`src/rtl/uart_receiver_if.sv`:
```
// uart_receiver_if: serial line into the receiver, received byte and status pulses out.
interface uart_receiver_if;
    logic       Rx;
    logic [7:0] data;
    logic       rx_done;
    logic       frame_err;
    logic       parity_err;
    logic       busy;
    modport master (input Rx, output data, rx_done, frame_err, parity_err, busy);
    modport slave (output Rx, input data, rx_done, frame_err, parity_err, busy);
endinterface

```
`src/rtl/uart_receiver.sv`:
```
// uart_receiver: 8-bit LSB-first UART receiver, 2-flop synchronizer, mid-bit sampling.
// Define UART_RX_PARITY_EN to expect an even-parity bit between bit 7 and the stop bit.
module uart_receiver #(
    parameter int CLOCK_PER_BIT = 868
) (
    input logic            clk,
    input logic            rst,
    uart_receiver_if.master u
);
    localparam logic [15:0] FULL = 16'(CLOCK_PER_BIT - 1);
    localparam logic [15:0] HALF = 16'((CLOCK_PER_BIT - 1) / 2);
    typedef enum logic [2:0] {
        IDLE          = 3'd0,
`ifdef UART_RX_PARITY_EN
        RX_PARITY_BIT = 3'd5,
`endif
        RX_START_BIT  = 3'd1,
        RX_DATA_BITS  = 3'd2,
        RX_STOP_BIT   = 3'd3,
        RX_CLEANUP    = 3'd4
    } state_t;
`ifdef UART_RX_PARITY_EN
    localparam state_t AFTER_DATA = RX_PARITY_BIT;
    logic par_bit;
    logic perr;
    assign u.parity_err = perr;
`else
    localparam state_t AFTER_DATA = RX_STOP_BIT;
    assign u.parity_err = 1'b0;
`endif
    state_t      state;
    logic        rx_m;
    logic        rx_s;
    logic [15:0] cnt;
    logic [2:0]  idx;
    logic [7:0]  shift;
    always_ff @(posedge clk) begin
        if (!rst) begin
            rx_m        <= 1'b1;
            rx_s        <= 1'b1;
            state       <= IDLE;
            cnt         <= '0;
            idx         <= '0;
            shift       <= '0;
            u.data      <= '0;
            u.rx_done   <= 1'b0;
            u.frame_err <= 1'b0;
            u.busy      <= 1'b0;
`ifdef UART_RX_PARITY_EN
            par_bit     <= 1'b0;
            perr        <= 1'b0;
`endif
        end else begin
            rx_m        <= u.Rx;
            rx_s        <= rx_m;
            u.rx_done   <= 1'b0;
            u.frame_err <= 1'b0;
`ifdef UART_RX_PARITY_EN
            perr        <= 1'b0;
`endif
            case (state)
                IDLE: begin
                    cnt <= '0;
                    idx <= '0;
                    if (!rx_s) begin
                        state  <= RX_START_BIT;
                        u.busy <= 1'b1;
                    end
                end
                // Line must still be low at mid start bit, otherwise it was a glitch.
                RX_START_BIT:
                    if (cnt == HALF) begin
                        cnt    <= '0;
                        state  <= rx_s ? IDLE : RX_DATA_BITS;
                        u.busy <= !rx_s;
                    end else cnt <= cnt + 16'd1;
                RX_DATA_BITS:
                    if (cnt == FULL) begin
                        cnt        <= '0;
                        shift[idx] <= rx_s;
                        idx        <= idx + 3'd1;
                        if (idx == 3'd7) state <= AFTER_DATA;
                    end else cnt <= cnt + 16'd1;
`ifdef UART_RX_PARITY_EN
                RX_PARITY_BIT:
                    if (cnt == FULL) begin
                        cnt     <= '0;
                        par_bit <= rx_s;
                        state   <= RX_STOP_BIT;
                    end else cnt <= cnt + 16'd1;
`endif
                RX_STOP_BIT:
                    if (cnt == FULL) begin
                        cnt   <= '0;
                        state <= RX_CLEANUP;
                        if (!rx_s) u.frame_err <= 1'b1;
`ifdef UART_RX_PARITY_EN
                        else if (^{shift, par_bit}) perr <= 1'b1;
`endif
                        else begin
                            u.data    <= shift;
                            u.rx_done <= 1'b1;
                        end
                    end else cnt <= cnt + 16'd1;
                // A held-low line (break) must release before a new start can be seen.
                RX_CLEANUP:
                    if (rx_s) begin
                        state  <= IDLE;
                        u.busy <= 1'b0;
                    end
                default: begin
                    state  <= IDLE;
                    cnt    <= '0;
                    idx    <= '0;
                    u.busy <= 1'b0;
                end
            endcase
        end
    end
endmodule
```
`src/flat_wrapper.sv`:
```
// flat-port wrapper written by rule: the top's interface ports become plain ports
module uart_receiver_flat 
#(
    parameter int CLOCK_PER_BIT = 868
)
  (clk, rst, u_Rx, u_data, u_rx_done, u_frame_err, u_parity_err, u_busy);
  uart_receiver_if u_i ();
  input logic clk;
  input logic rst;
  input wire logic [$bits(u_i.Rx)-1:0] u_Rx;
  output wire logic [$bits(u_i.data)-1:0] u_data;
  output wire logic [$bits(u_i.rx_done)-1:0] u_rx_done;
  output wire logic [$bits(u_i.frame_err)-1:0] u_frame_err;
  output wire logic [$bits(u_i.parity_err)-1:0] u_parity_err;
  output wire logic [$bits(u_i.busy)-1:0] u_busy;
  assign u_i.Rx = u_Rx;
  assign u_data = u_i.data;
  assign u_rx_done = u_i.rx_done;
  assign u_frame_err = u_i.frame_err;
  assign u_parity_err = u_i.parity_err;
  assign u_busy = u_i.busy;
  uart_receiver #(.CLOCK_PER_BIT(CLOCK_PER_BIT)) u_core (.clk(clk), .rst(rst), .u(u_i));
endmodule
```
`config.mk`:
```
export PLATFORM = sky130hd
export DESIGN_NAME = uart_receiver_flat
export DESIGN_NICKNAME = d
export VERILOG_FILES = /design/src/rtl/uart_receiver_if.sv /design/src/rtl/uart_receiver.sv /design/src/flat_wrapper.sv
export SDC_FILE = /design/constraint.sdc
export NUM_CORES = 1
export LEC_CHECK = 0
export ABC_AREA = 1
export CAP_MARGIN = 20
export CORE_ASPECT_RATIO = 0.9
export CORE_MARGIN = 2
export CORE_UTILIZATION = 30
export DETAILED_ROUTE_END_ITERATION = 8
export DONT_BUFFER_PORTS = 1
export PLACE_DENSITY = 0.56
export SETUP_SLACK_MARGIN = 0.1
export SLEW_MARGIN = 15
export SYNTH_ARGS = -nofsm -noshare
export SYNTH_HDL_FRONTEND = slang
export SYNTH_SLANG_ARGS = --single-unit
```
`constraint.sdc`:
```
create_clock -name clk -period 1.35 [get_ports clk]
set_input_delay 0.0675 -clock clk [delete_from_list [all_inputs] [get_ports clk]]
set_output_delay 0.0675 -clock clk [all_outputs]
set_load 0.03 [all_outputs]
```
==> results by group, run 1 <==
Status
  • Status: complete, but fails checks
  • Violated checks: hold timing, setup timing

Flow run
  • Max-Cap Viols: 0

Routing
  • WL/cell: 12.36 µm
  • DR iter-0 viols: 106
  • Antenna Nets Post-Route: 0
  • Via count: 2270
  • Drt first pass iters: 4
  • Post-DR vias/cell: 4.671
  • WL final: 6.006 mm
  • Residual DRC: 0

Floorplan
  • Io pins: 15
  • Die area: 8353 µm²
  • Die Width: 96.12 µm
  • Core area: 7470 µm²
  • Starting Density: 30.67%
  • # rows: 30
  • Die Y-Extent: 86.91 µm

Yosys
  • Synthesized instance count: 338
  • Netlist Area Pre-Place: 2291 µm²
  • Syn_area_per_cell: 6.778 µm²
  • Synth top area share: 37.58%
  • Synth cell count leaders: 66 x nand2_1, 58 x nor2_1, 43 x dfxtp_1
  • Number of synthesized flops with an enable pin: 0
  • Most area-consuming cells after synthesis: dfxtp_1 38%, nand2_1 11%, nor2_1 9.5%
  • Async SR Flop Fraction: 0%
  • Synthesis Warnings: 0
  • Syn nets: 345
  • Biggest area consumer among synthesized cells: dfxtp_1
  • Netlist cell types: 33
  • Post-synthesis sequential area ratio: 37.58%
  • Main flop type after synthesis: dfxtp_1
  • Top-count cell post-synth: nand2_1
  • Post-synthesis register bit count: 43

CTS
  • CTS buffer count: 5
  • TritonCTS clock tree: done
  • Deepest clock path buffer count: 2
  • Worst-skew pair later-pin latency: 0.30 ns
  • CTS Sinks: 43
  • # hold bufs at CTS: 1
  • Reg clk slew, reported paths: 0.09 ns
  • Clock root cell: clkbuf_8
  • H-tree levels: 2

Placed design
  • Post-placement cell count: 470
  • HPWL after detailed placement: 4.213 mm
  • I/O Buffers: 0
  • Routability congestion estimate: 0.9029

Timing
  • Final hold vios: 27
  • Worst Setup Slack, final: -0.09252 ns
  • Worst hold slack: -0.1262 ns
  • Worst slew pin tran: 0.5300 ns
  • Tmin final: 1.443 ns
  • RSZ-0062 raised after global routing: yes
  • # setup viols final: 30
  • Fin crit share: 106.9%
  • Setup TNS: -1.268 ns
  • FMAX: 693.2 MHz
  • Max-slew violations: 0
  • Slew margin rel.: 64.63%
  • Clock skew: 0.008752 ns

Critical path
  • Crit path max fanout: 5
  • CP arrival: 1.64 ns
  • Worst path required time: 1.55 ns
  • Critical path class: reg -> reg
  • CP Launch Type: register
  • CP Capture Type: register

Pwr
  • Combinational power share: 42.7%
  • P_sw: 0.001663 W
  • Power Density: 1306 nW/µm²
  • P_int: 0.002412 W
  • Reg power frac: 36.8%
  • Total Power: 0.004075 W
  • Sw Ratio: 40.82%
  • Clock power share: 20.5%
  • Leakage: 1.398 nW
  • VDD IR max: 0.5353 mV

Global route
  • Pin count of the biggest net entering global routing: 26
  • Total track usage: 15.04%
  • First-pass GRT wire length: 9.901 mm
  • Number of global-route vias before repair: 2094
  • Initial antenna violation count: 0
  • Global-route congestion overflow total: 0

Min path
  • Hold WC Path Type: in -> reg

Finish
  • # diodes: 0
  • Share of layout cells above drive strength 1: 37.18%
  • Synthesis-to-finish area growth: 36.16%
  • Final Non-Filler Cells: 486
  • Number of nets in the final layout: 396
==> worst paths after layout <==
check	from	to	slack, ns	cells past startpoint
worst min register to register	u_core.rx_m	u_core.rx_s	0.42	1
worst max register to register	u_core.cnt[0]	u_core.u.data[4]	-0.09	8
worst max-delay path	u_core.cnt[0]	u_core.u.data[4]	-0.09	8
worst min-delay path	rst	u_core.u.data[2]	-0.13	2
==> through the flow <==
stage,utilization (%),hold WS [ns],area [µm²],worst slack [ns]
after floorplan,-,0.1741,2349,0.04832
after global placement,37.09,0.1705,2770,-0.1112
after detailed placement,37.09,0.1738,2770,-0.1150
after CTS,39.68,-0.1374,2964,-0.04178
after global routing,41.76,-0.1304,3119,-0.1669
final,41.76,-0.1262,3119,-0.09252
==> layout by cell type (no fill, tap or decap), types with 3 or more instances in the layout <==
cell type	count
nand2_1	58
nor2_1	46
buf_4	45
inv_1	35
dfxtp_1	29
a21oi_1	22
nand3_1	13
nor2_2	12
inv_2	10
nand2_4	10
nand4_1	10
nand2_2	9
nor2_4	9
o21ai_1	8
dfxtp_2	8
o21ai_2	7
dfxtp_4	6
clkbuf_8	5
nand3_2	4
nor3_1	4
a31oi_1	4
inv_4	3
o21ai_0	3
==> power groups by stage <==
| stage | Combinational (W) | Clock [W] | Sequential, W |
|---|---|---|---|
| 3_5_place_dp | 0.00143 | 0 | 0.00152 |
| 2_1_floorplan | 0.000949 | 0 | 0.00152 |
| 6_report | 0.00174 | 0.000835 | 0.00150 |
| 5_1_grt | 0.00193 | 0.000911 | 0.00151 |
| 4_1_cts | 0.00159 | 0.000874 | 0.00150 |
| 3_3_place_gp | 0.00143 | 0 | 0.00152 |
==> final cells by class <==
| cell class | instances | area (µm²) |
|---|---|---|
| Fill cell | 772 | 4350 |
| Timing Repair Buffer | 49 | 390.4 |
| Sequential cell | 43 | 893.4 |
| Tap cell | 96 | 120.1 |
| Multi-Input combinational cell | 243 | 1446 |
| Clock inverter | 3 | 18.77 |
| Inverter | 47 | 181.4 |
| Clock buffer | 5 | 68.82 |
==> critical path: stages (launching register included) <==
cell     delay (ns)
dfxtp_4        0.39
ha_4           0.19
nand2_4        0.07
nor2_4         0.10
nand2_4        0.11
nor2_8         0.19
nand2_4        0.10
o21ai_2        0.15
nor2_1         0.05
==> sequential cells by signal, indices dropped and copies added (netlist names) <==
name	cells
u_core.u.rx_done	1
u_core.u.frame_err	1
u_core.shift	8
u_core.rx_m	1
u_core.u.busy	1
u_core.u.data	8
u_core.cnt	16
u_core.state	3
u_core.rx_s	1
u_core.idx	3
==> per-layer routing <==
| layer | GRT usage [%] | vias up | routed length (µm) |
|---|---|---|---|
| met3 | 2.857 | 4 | 188 |
| met5 | 0 | - | 0 |
| met4 | 3.766 | 0 | 51 |
| li1 | - | 1190 | - |
| met1 | 21.59 | 1044 | 3027 |
| met2 | 23.17 | 32 | 2738 |
==> cell families after synthesis <==
logic type / share of synthesized area, %
and+or+nand+nor: 38.61
buffers and inverters: 8.848
AOI/OAI and AO/OA: 11.85
DFF: 37.58
adders and majority gates: 2.185
xor gates and xnor gates: 0.7647
other: 0.1637
==> timing repair <==
action / CTS / global route
gates cloned: 1 / 0
pin swaps: 16 / 24
setup buffers: 3 / 3
hold endpoints to repair: 28 / 27
resized for setup: 23 / 41
setup endpoints to repair: 40 / 41
Power figures use the tool's default switching activity.
==> inputs of run 2 (changes only) <==
Settings changed: CORE_ASPECT_RATIO 0.9 to 1.4.
==> run 2 against run 1 <==
  * The run ends with setup timing left
  * Sequential power is 3% lower
  * Critical path depth unchanged
  * Global-route usage grew 0.46 points
  * Non-clock buffer count is 4 lower
  * Total power is 0.48% lower
  * Core utilization increased by 1.7 points
  * Clock skew grew 0.0026 ns
==> results by group, run 2 (synthesized netlist as in run 1, its figures left out) <==
Timing
  • Setup TNS: -0.7216 ns (+0.5467 ns)
  • Tmin final: 1.421 ns (-0.02109 ns)
  • Fin crit share: 105.3% (-1.6 points)
  • # setup viols final: 24 (-20%)
  • Max-slew violations: 0 (unchanged)
  • Worst slew pin tran: 0.6122 ns (+0.08223 ns)
  • Clock skew: 0.01131 ns (+0.002558 ns)
  • Final hold vios: 0 (-100%)
  • RSZ-0062 raised after global routing: yes
  • Worst Setup Slack, final: -0.07144 ns (+0.02109 ns)
  • FMAX: 703.5 MHz (+1.5%)
  • Slew margin rel.: 59.14% (-5.5 points)

Status
  • Violated checks: setup timing
  • Status: complete, but fails checks

Floorplan
  • Die area: 8361 µm² (+0.10%)
  • Die Width: 77.86 µm (-19%)
  • Core area: 7361 µm² (-1.5%)
  • Starting Density: 31.12% (+0.45 points)
  • Die Y-Extent: 107.4 µm (+24%)
  • # rows: 37 (+23%)
  • Io pins: 15 (unchanged)

Placed design
  • I/O Buffers: 0 (unchanged)
  • Placed cell areas: 2699 µm² (-2.6%)
  • HPWL after detailed placement: 4.240 mm (+0.62%)
  • Routability congestion estimate: 0.8561 (-5.2%)

Routing
  • WL final: 6.075 mm (+1.1%)
  • Post-DR vias/cell: 4.650 (-0.44%)
  • WL/cell: 12.58 µm (+1.8%)
  • Residual DRC: 0 (unchanged)
  • Via count: 2246 (-1.1%)
  • Antenna Nets Post-Route: 0 (unchanged)
  • Drt first pass iters: 4 (unchanged)
  • DR iter-0 viols: 57 (-46%)

Global route
  • Total track usage: 15.50% (+0.46 points)
  • Global-route congestion overflow total: 0 (unchanged)
  • Initial antenna violation count: 0 (unchanged)
  • Pin count of the biggest net entering global routing: 26 (unchanged)
  • Number of global-route vias before repair: 2260 (+7.9%)
  • First-pass GRT wire length: 10.35 mm (+4.5%)

Critical path
  • Reg-to-reg critical path endpoint: u_core.cnt[3]
  • Reg2reg setup slack: -0.07 ns (+0.02 ns)
  • Critical path class: reg -> reg
  • Crit path max fanout: 7 (+2)
  • CP Launch Type: register
  • Worst path required time: 1.54 ns (about the same)
  • CP Capture Type: register
  • Reg-to-Reg Start: u_core.cnt[11]
  • CP arrival: 1.61 ns (-0.03 ns)
  • Reg2reg path depth: 8 (unchanged)

Finish
  • Commonest non-fill, non-tap cell in the layout: nand2_1
  • Synthesis-to-finish area growth: 39.76%
  • Largest registers: u_core.cnt x16, u_core.shift x8, u_core.u.data x8
  • Most frequent cells in the layout: 53 x nand2_1, 46 x nor2_1, 37 x buf_4, 35 x inv_1, 25 x dfxtp_1
  • Share of layout cells above drive strength 1: 41.97% (+4.8 points)
  • Number of flip-flops in the largest register: 16 (unchanged)
  • # diodes: 0 (unchanged)
  • Fin area: 3202 µm² (+2.6%)
  • Top reg by flops: u_core.cnt
  • Number of nets in the final layout: 392 (-1.0%)

Pwr
  • Total Power: 0.004055 W (-0.48%)
  • Power Density: 1267 nW/µm² (-3.0%)
  • Leakage: 1.394 nW (-0.25%)
  • VDD IR max: 0.6881 mV (+29%)

Min path
  • Hold Path Sink: u_core.u.data[0]
  • Hold WC Path Type: in -> reg
  • Hold depth: 3 (+1)
  • Min-delay src: rst

Flow run
  • Max-Cap Viols: 0 (unchanged)

CTS
  • Worst-skew pair later-pin latency: 0.30 ns (about the same)
  • Clock root cell: clkbuf_8
  • TritonCTS clock tree: done
  • Reg clk slew, reported paths: 0.09 ns (about the same)
  • CTS Sinks: 43 (unchanged)
  • Deepest clock path buffer count: 2 (unchanged)
  • H-tree levels: 2 (unchanged)
  • CTS buffer count: 5 (unchanged)
-- run 2: cell types whose count changed in the layout (fill, tap and decap cells not counted), sizes merged --
cell and change:
clkinv +1, inv -1, buf -4
-- run 2: area by class of cell --
class | count | area, µm²
Multi-Input combinational cell | 243 | 1516
Inverter | 47 | 178.9
Sequential cell | 43 | 903.4
Clock inverter | 3 | 25.02
Clock buffer | 5 | 68.82
Fill cell | 764 | 4159
Tap cell | 97 | 121.4
Timing Repair Buffer | 45 | 387.9
-- run 2: worst max-delay path, cell delays in order (launching register included) --
cell	delay (ns)
dfxtp_2	0.35
nor2_2	0.15
nand2_2	0.08
nor2_4	0.13
nand2_4	0.11
nand2_4	0.15
nand3_4	0.15
o211ai_1	0.12
inv_1	0.06
-- run 2: layer usage --
metal | routed length (µm) | vias to the layer above | GRT usage (%) | part of all wire [%]
met5 | 0 | - | 0 | 0
met4 | 90 | 0 | 5.485 | 1.5
met1 | 2540 | 1037 | 16.71 | 42
li1 | - | 1172 | - | -
met2 | 3284 | 29 | 29.68 | 54
met3 | 160 | 8 | 2.768 | 2.6
-- run 2: how the worst max path moves through the flow --
stage | slack (ns) | end | start
floorplan | 0.05 | u_core.u.data[0] | u_core.cnt[1]
global placement | -0.08 | u_core.state[2] | u_core.state[0]
detailed placement | -0.08 | u_core.state[2] | u_core.state[0]
CTS | -0.05 | u_core.u.data[1] | u_core.cnt[14]
global route | -0.17 | u_core.u.data[2] | u_core.cnt[1]
finish | -0.07 | u_core.cnt[3] | u_core.cnt[11]
-- run 2: where the power goes --
group / switching [W] / internal [W] / leakage (nW) / total, W
clock: 0.000482 / 0.000370 / 0.0443 / 0.000852
sequential: 0.000106 / 0.00136 / 0.359 / 0.00146
combinational: 0.00108 / 0.000656 / 0.991 / 0.00174
-- run 2: stage by stage --
| stage | hold WS [ns] | setup slack [ns] | utilization [%] | instances |
|---|---|---|---|---|
| 4_1_cts | -0.1396 | -0.04687 | 40.78 | 479 |
| 5_1_grt | 0.03613 | -0.1692 | 43.50 | 483 |
| 3_5_place_dp | 0.1749 | -0.08048 | 36.67 | 463 |
| 6_report | 0.04112 | -0.07144 | 43.50 | 483 |
| 2_1_floorplan | 0.1741 | 0.04832 | - | 338 |
| 3_3_place_gp | 0.1683 | -0.08496 | 36.67 | 463 |
-- run 2: repair_timing --
action | in CTS | in global routing
buffers inserted | 6 | 3
hold buffers | 1 | 1
endpoints found under the setup margin | 41 | 41
gates cloned | 1 | 0
resized for setup | 46 | 45
pin swaps | 33 | 20
endpoints found under the hold margin | 28 | 27
==> inputs of run 3 (changes only) <==
Settings changed: MAX_ROUTING_LAYER from default to met4.
==> run 3 against run 2 <==
  * The run still ends with setup timing left
  * Cell count did not move
  * Clock-buffer cell count did not move
  * Total power fell by 0.50%
  * Sequential power barely moved
  * Global-route usage rose by 0.42 points
  * Via count rose by 1.6%
  * Wire length fell by 0.13%
  * First-iteration DRC count rose by 25%
  * Clock skew fell by 0.00062 ns
  * Maximum frequency rose by 0.82%
  * Sequential share of layout area did not move
  * Critical path type unchanged
  * Largest power group unchanged
==> results by group, run 3 (synthesized netlist as in run 1, its figures left out) <==
Flow run
  • Max-Cap Viols: 0 (unchanged)

Pwr
  • P_sw: 0.001651 W (-1.2%)
  • P_int: 0.002384 W (about the same)
  • Leakage: 1.394 nW (unchanged)
  • Combinational power share: 42.8% (about the same)
  • Reg power frac: 36.3% (+0.2 points)
  • Clock power share: 20.9% (about the same)
  • VDD IR max: 0.6882 mV (about the same)
  • Total Power: 0.004035 W (-0.50%)
  • Power Density: 1260 nW/µm² (-0.50%)
  • Sw Ratio: 40.91% (-0.28 points)

Timing
  • Worst hold slack: 0.04239 ns (+0.001268 ns)
  • # setup viols final: 24 (unchanged)
  • Fin crit share: 104.4% (-0.85 points)
  • Worst Setup Slack, final: -0.05994 ns (+0.01150 ns)
  • Worst slew pin tran: 0.6264 ns (+0.01422 ns)
  • Clock skew: 0.01069 ns (-0.0006198 ns)
  • Final hold vios: 0 (unchanged)
  • Max-slew violations: 0 (unchanged)
  • Slew margin rel.: 58.19% (-0.95 points)
  • RSZ-0062 raised after global routing: yes
  • Tmin final: 1.410 ns (-0.01150 ns)
  • FMAX: 709.3 MHz (+0.82%)

Global route
  • Pin count of the biggest net entering global routing: 26 (unchanged)
  • Initial antenna violation count: 0 (unchanged)
  • Number of global-route vias before repair: 2268 (+0.35%)
  • First-pass GRT wire length: 10.34 mm (about the same)
  • Total track usage: 15.92% (+0.42 points)
  • Global-route congestion overflow total: 0 (unchanged)

Floorplan
  • Starting Density: 31.12% (unchanged)
  • Io pins: 15 (unchanged)
  • # rows: 37 (unchanged)
  • Core area: 7361 µm² (unchanged)
  • Die Y-Extent: 107.4 µm (unchanged)
  • Die Width: 77.86 µm (unchanged)
  • Die area: 8361 µm² (unchanged)

Finish
  • Largest registers: u_core.cnt x16, u_core.shift x8, u_core.u.data x8
  • Commonest non-fill, non-tap cell in the layout: nand2_1
  • # diodes: 0 (unchanged)
  • Final Util: 43.50% (unchanged)
  • Fillers: 764 (unchanged)
  • Most frequent cells in the layout: 53 x nand2_1, 46 x nor2_1, 37 x buf_4, 35 x inv_1, 25 x dfxtp_1
  • Synthesis-to-finish area growth: 39.76% (unchanged)
  • Fin area: 3202 µm² (unchanged)
  • Number of flip-flops in the largest register: 16 (unchanged)
  • Top reg by flops: u_core.cnt
  • Final Non-Filler Cells: 483 (unchanged)
  • Storage element area: 903.4 µm² (unchanged)
  • Share of layout cells above drive strength 1: 41.97% (unchanged)
  • Multi-input logic area: 1516 µm² (unchanged)
  • Number of nets in the final layout: 392 (unchanged)

CTS
  • Clock root cell: clkbuf_8
  • Worst-skew pair later-pin latency: 0.30 ns (about the same)
  • CTS buffer count: 5 (unchanged)
  • TritonCTS clock tree: done
  • H-tree levels: 2 (unchanged)
  • Reg clk slew, reported paths: 0.09 ns (about the same)
  • CTS Sinks: 43 (unchanged)
  • Deepest clock path buffer count: 2 (unchanged)

Critical path
  • CP Capture Type: register
  • CP Launch Type: register
  • Worst path required time: 1.53 ns (about the same)
  • Crit path max fanout: 7 (unchanged)
  • Critical path class: reg -> reg
  • CP arrival: 1.59 ns (-0.02 ns)

Routing
  • DR iter-0 viols: 71 (+25%)
  • Drt first pass iters: 4 (unchanged)
  • Post-DR vias/cell: 4.725 (+1.6%)
  • WL final: 6.067 mm (-0.13%)
  • Via count: 2282 (+1.6%)
  • WL/cell: 12.56 µm (-0.13%)
  • Residual DRC: 0 (unchanged)
  • Antenna Nets Post-Route: 0 (unchanged)

Min path
  • Hold WC Path Type: in -> reg

Placed design
  • Routability congestion estimate: 0.8698 (+1.6%)
  • Placed cell areas: 2699 µm² (unchanged)
  • HPWL after detailed placement: 4.240 mm (unchanged)
  • Post-placement cell count: 463 (unchanged)
  • I/O Buffers: 0 (unchanged)

Status
  • Violated checks: setup timing
  • Status: complete, but fails checks
run 3: repair_timing:
action                     in CTS  in global routing
setup endpoints to repair      41                 41
hold endpoints to repair       28                 27
resized for setup              46                 45
setup buffers                   6                  3
pin swaps                      33                 20
hold buffers                    1                  1
gates cloned                    1                  0
run 3: power by group through the flow:
stage | registers (W) | logic [W] | clock network, W
after floorplan | 0.00152 | 0.000949 | 0
after global placement | 0.00149 | 0.00135 | 0
after detailed placement | 0.00149 | 0.00136 | 0
after CTS | 0.00147 | 0.00150 | 0.000885
after global routing | 0.00148 | 0.00193 | 0.000946
final | 0.00146 | 0.00173 | 0.000843
run 3: critical path, cell delays in order, from the launching register on:
cell and delay (ns):
dfxtp_4 0.39, ha_4 0.17, nand2_4 0.06, nor2_4 0.10, nand2_4 0.10, nand2_4 0.15
nand3_4 0.15, o211ai_1 0.12, inv_1 0.06
run 3: final cells by class:
type / count / share of cell area (%)
Clock buffer: 5 / 2.149
Clock inverter: 3 / 0.7816
Inverter: 47 / 5.588
Multi-Input combinational cell: 243 / 47.36
Sequential cell: 43 / 28.21
Tap cell: 97 / 3.791
Timing Repair Buffer: 45 / 12.11
run 3: layer usage:
metal	up-vias	part of all wire (%)	wire length (µm)	global-route usage, %
met2	43	54	3264	29.62
met1	1056	41	2468	16.76
met5	-	0	0	-
li1	1172	-	-	-
met3	11	3.3	198	2.768
met4	0	2.2	136	5.485
run 3: stage by stage:
| stage | setup TNS, ns | setup WS, ns |
|---|---|---|
| global placement | -0.9707 | -0.08496 |
| CTS | -0.5216 | -0.04687 |
| floorplan | 0 | 0.04832 |
| global route | -3.915 | -0.1692 |
| detailed placement | -1.282 | -0.08048 |
| finish | -0.6198 | -0.05994 |
run 3: worst paths after layout:
| path | to | start | cells past startpoint | slack, ns |
|---|---|---|---|---|
| setup / recovery | u_core.cnt[3] | u_core.cnt[1] | 8 | -0.06 |
| setup reg to reg | u_core.cnt[3] | u_core.cnt[1] | 8 | -0.06 |
| hold reg to reg | u_core.rx_s | u_core.rx_m | 1 | 0.42 |
| hold / removal | u_core.u.data[5] | rst | 3 | 0.04 |
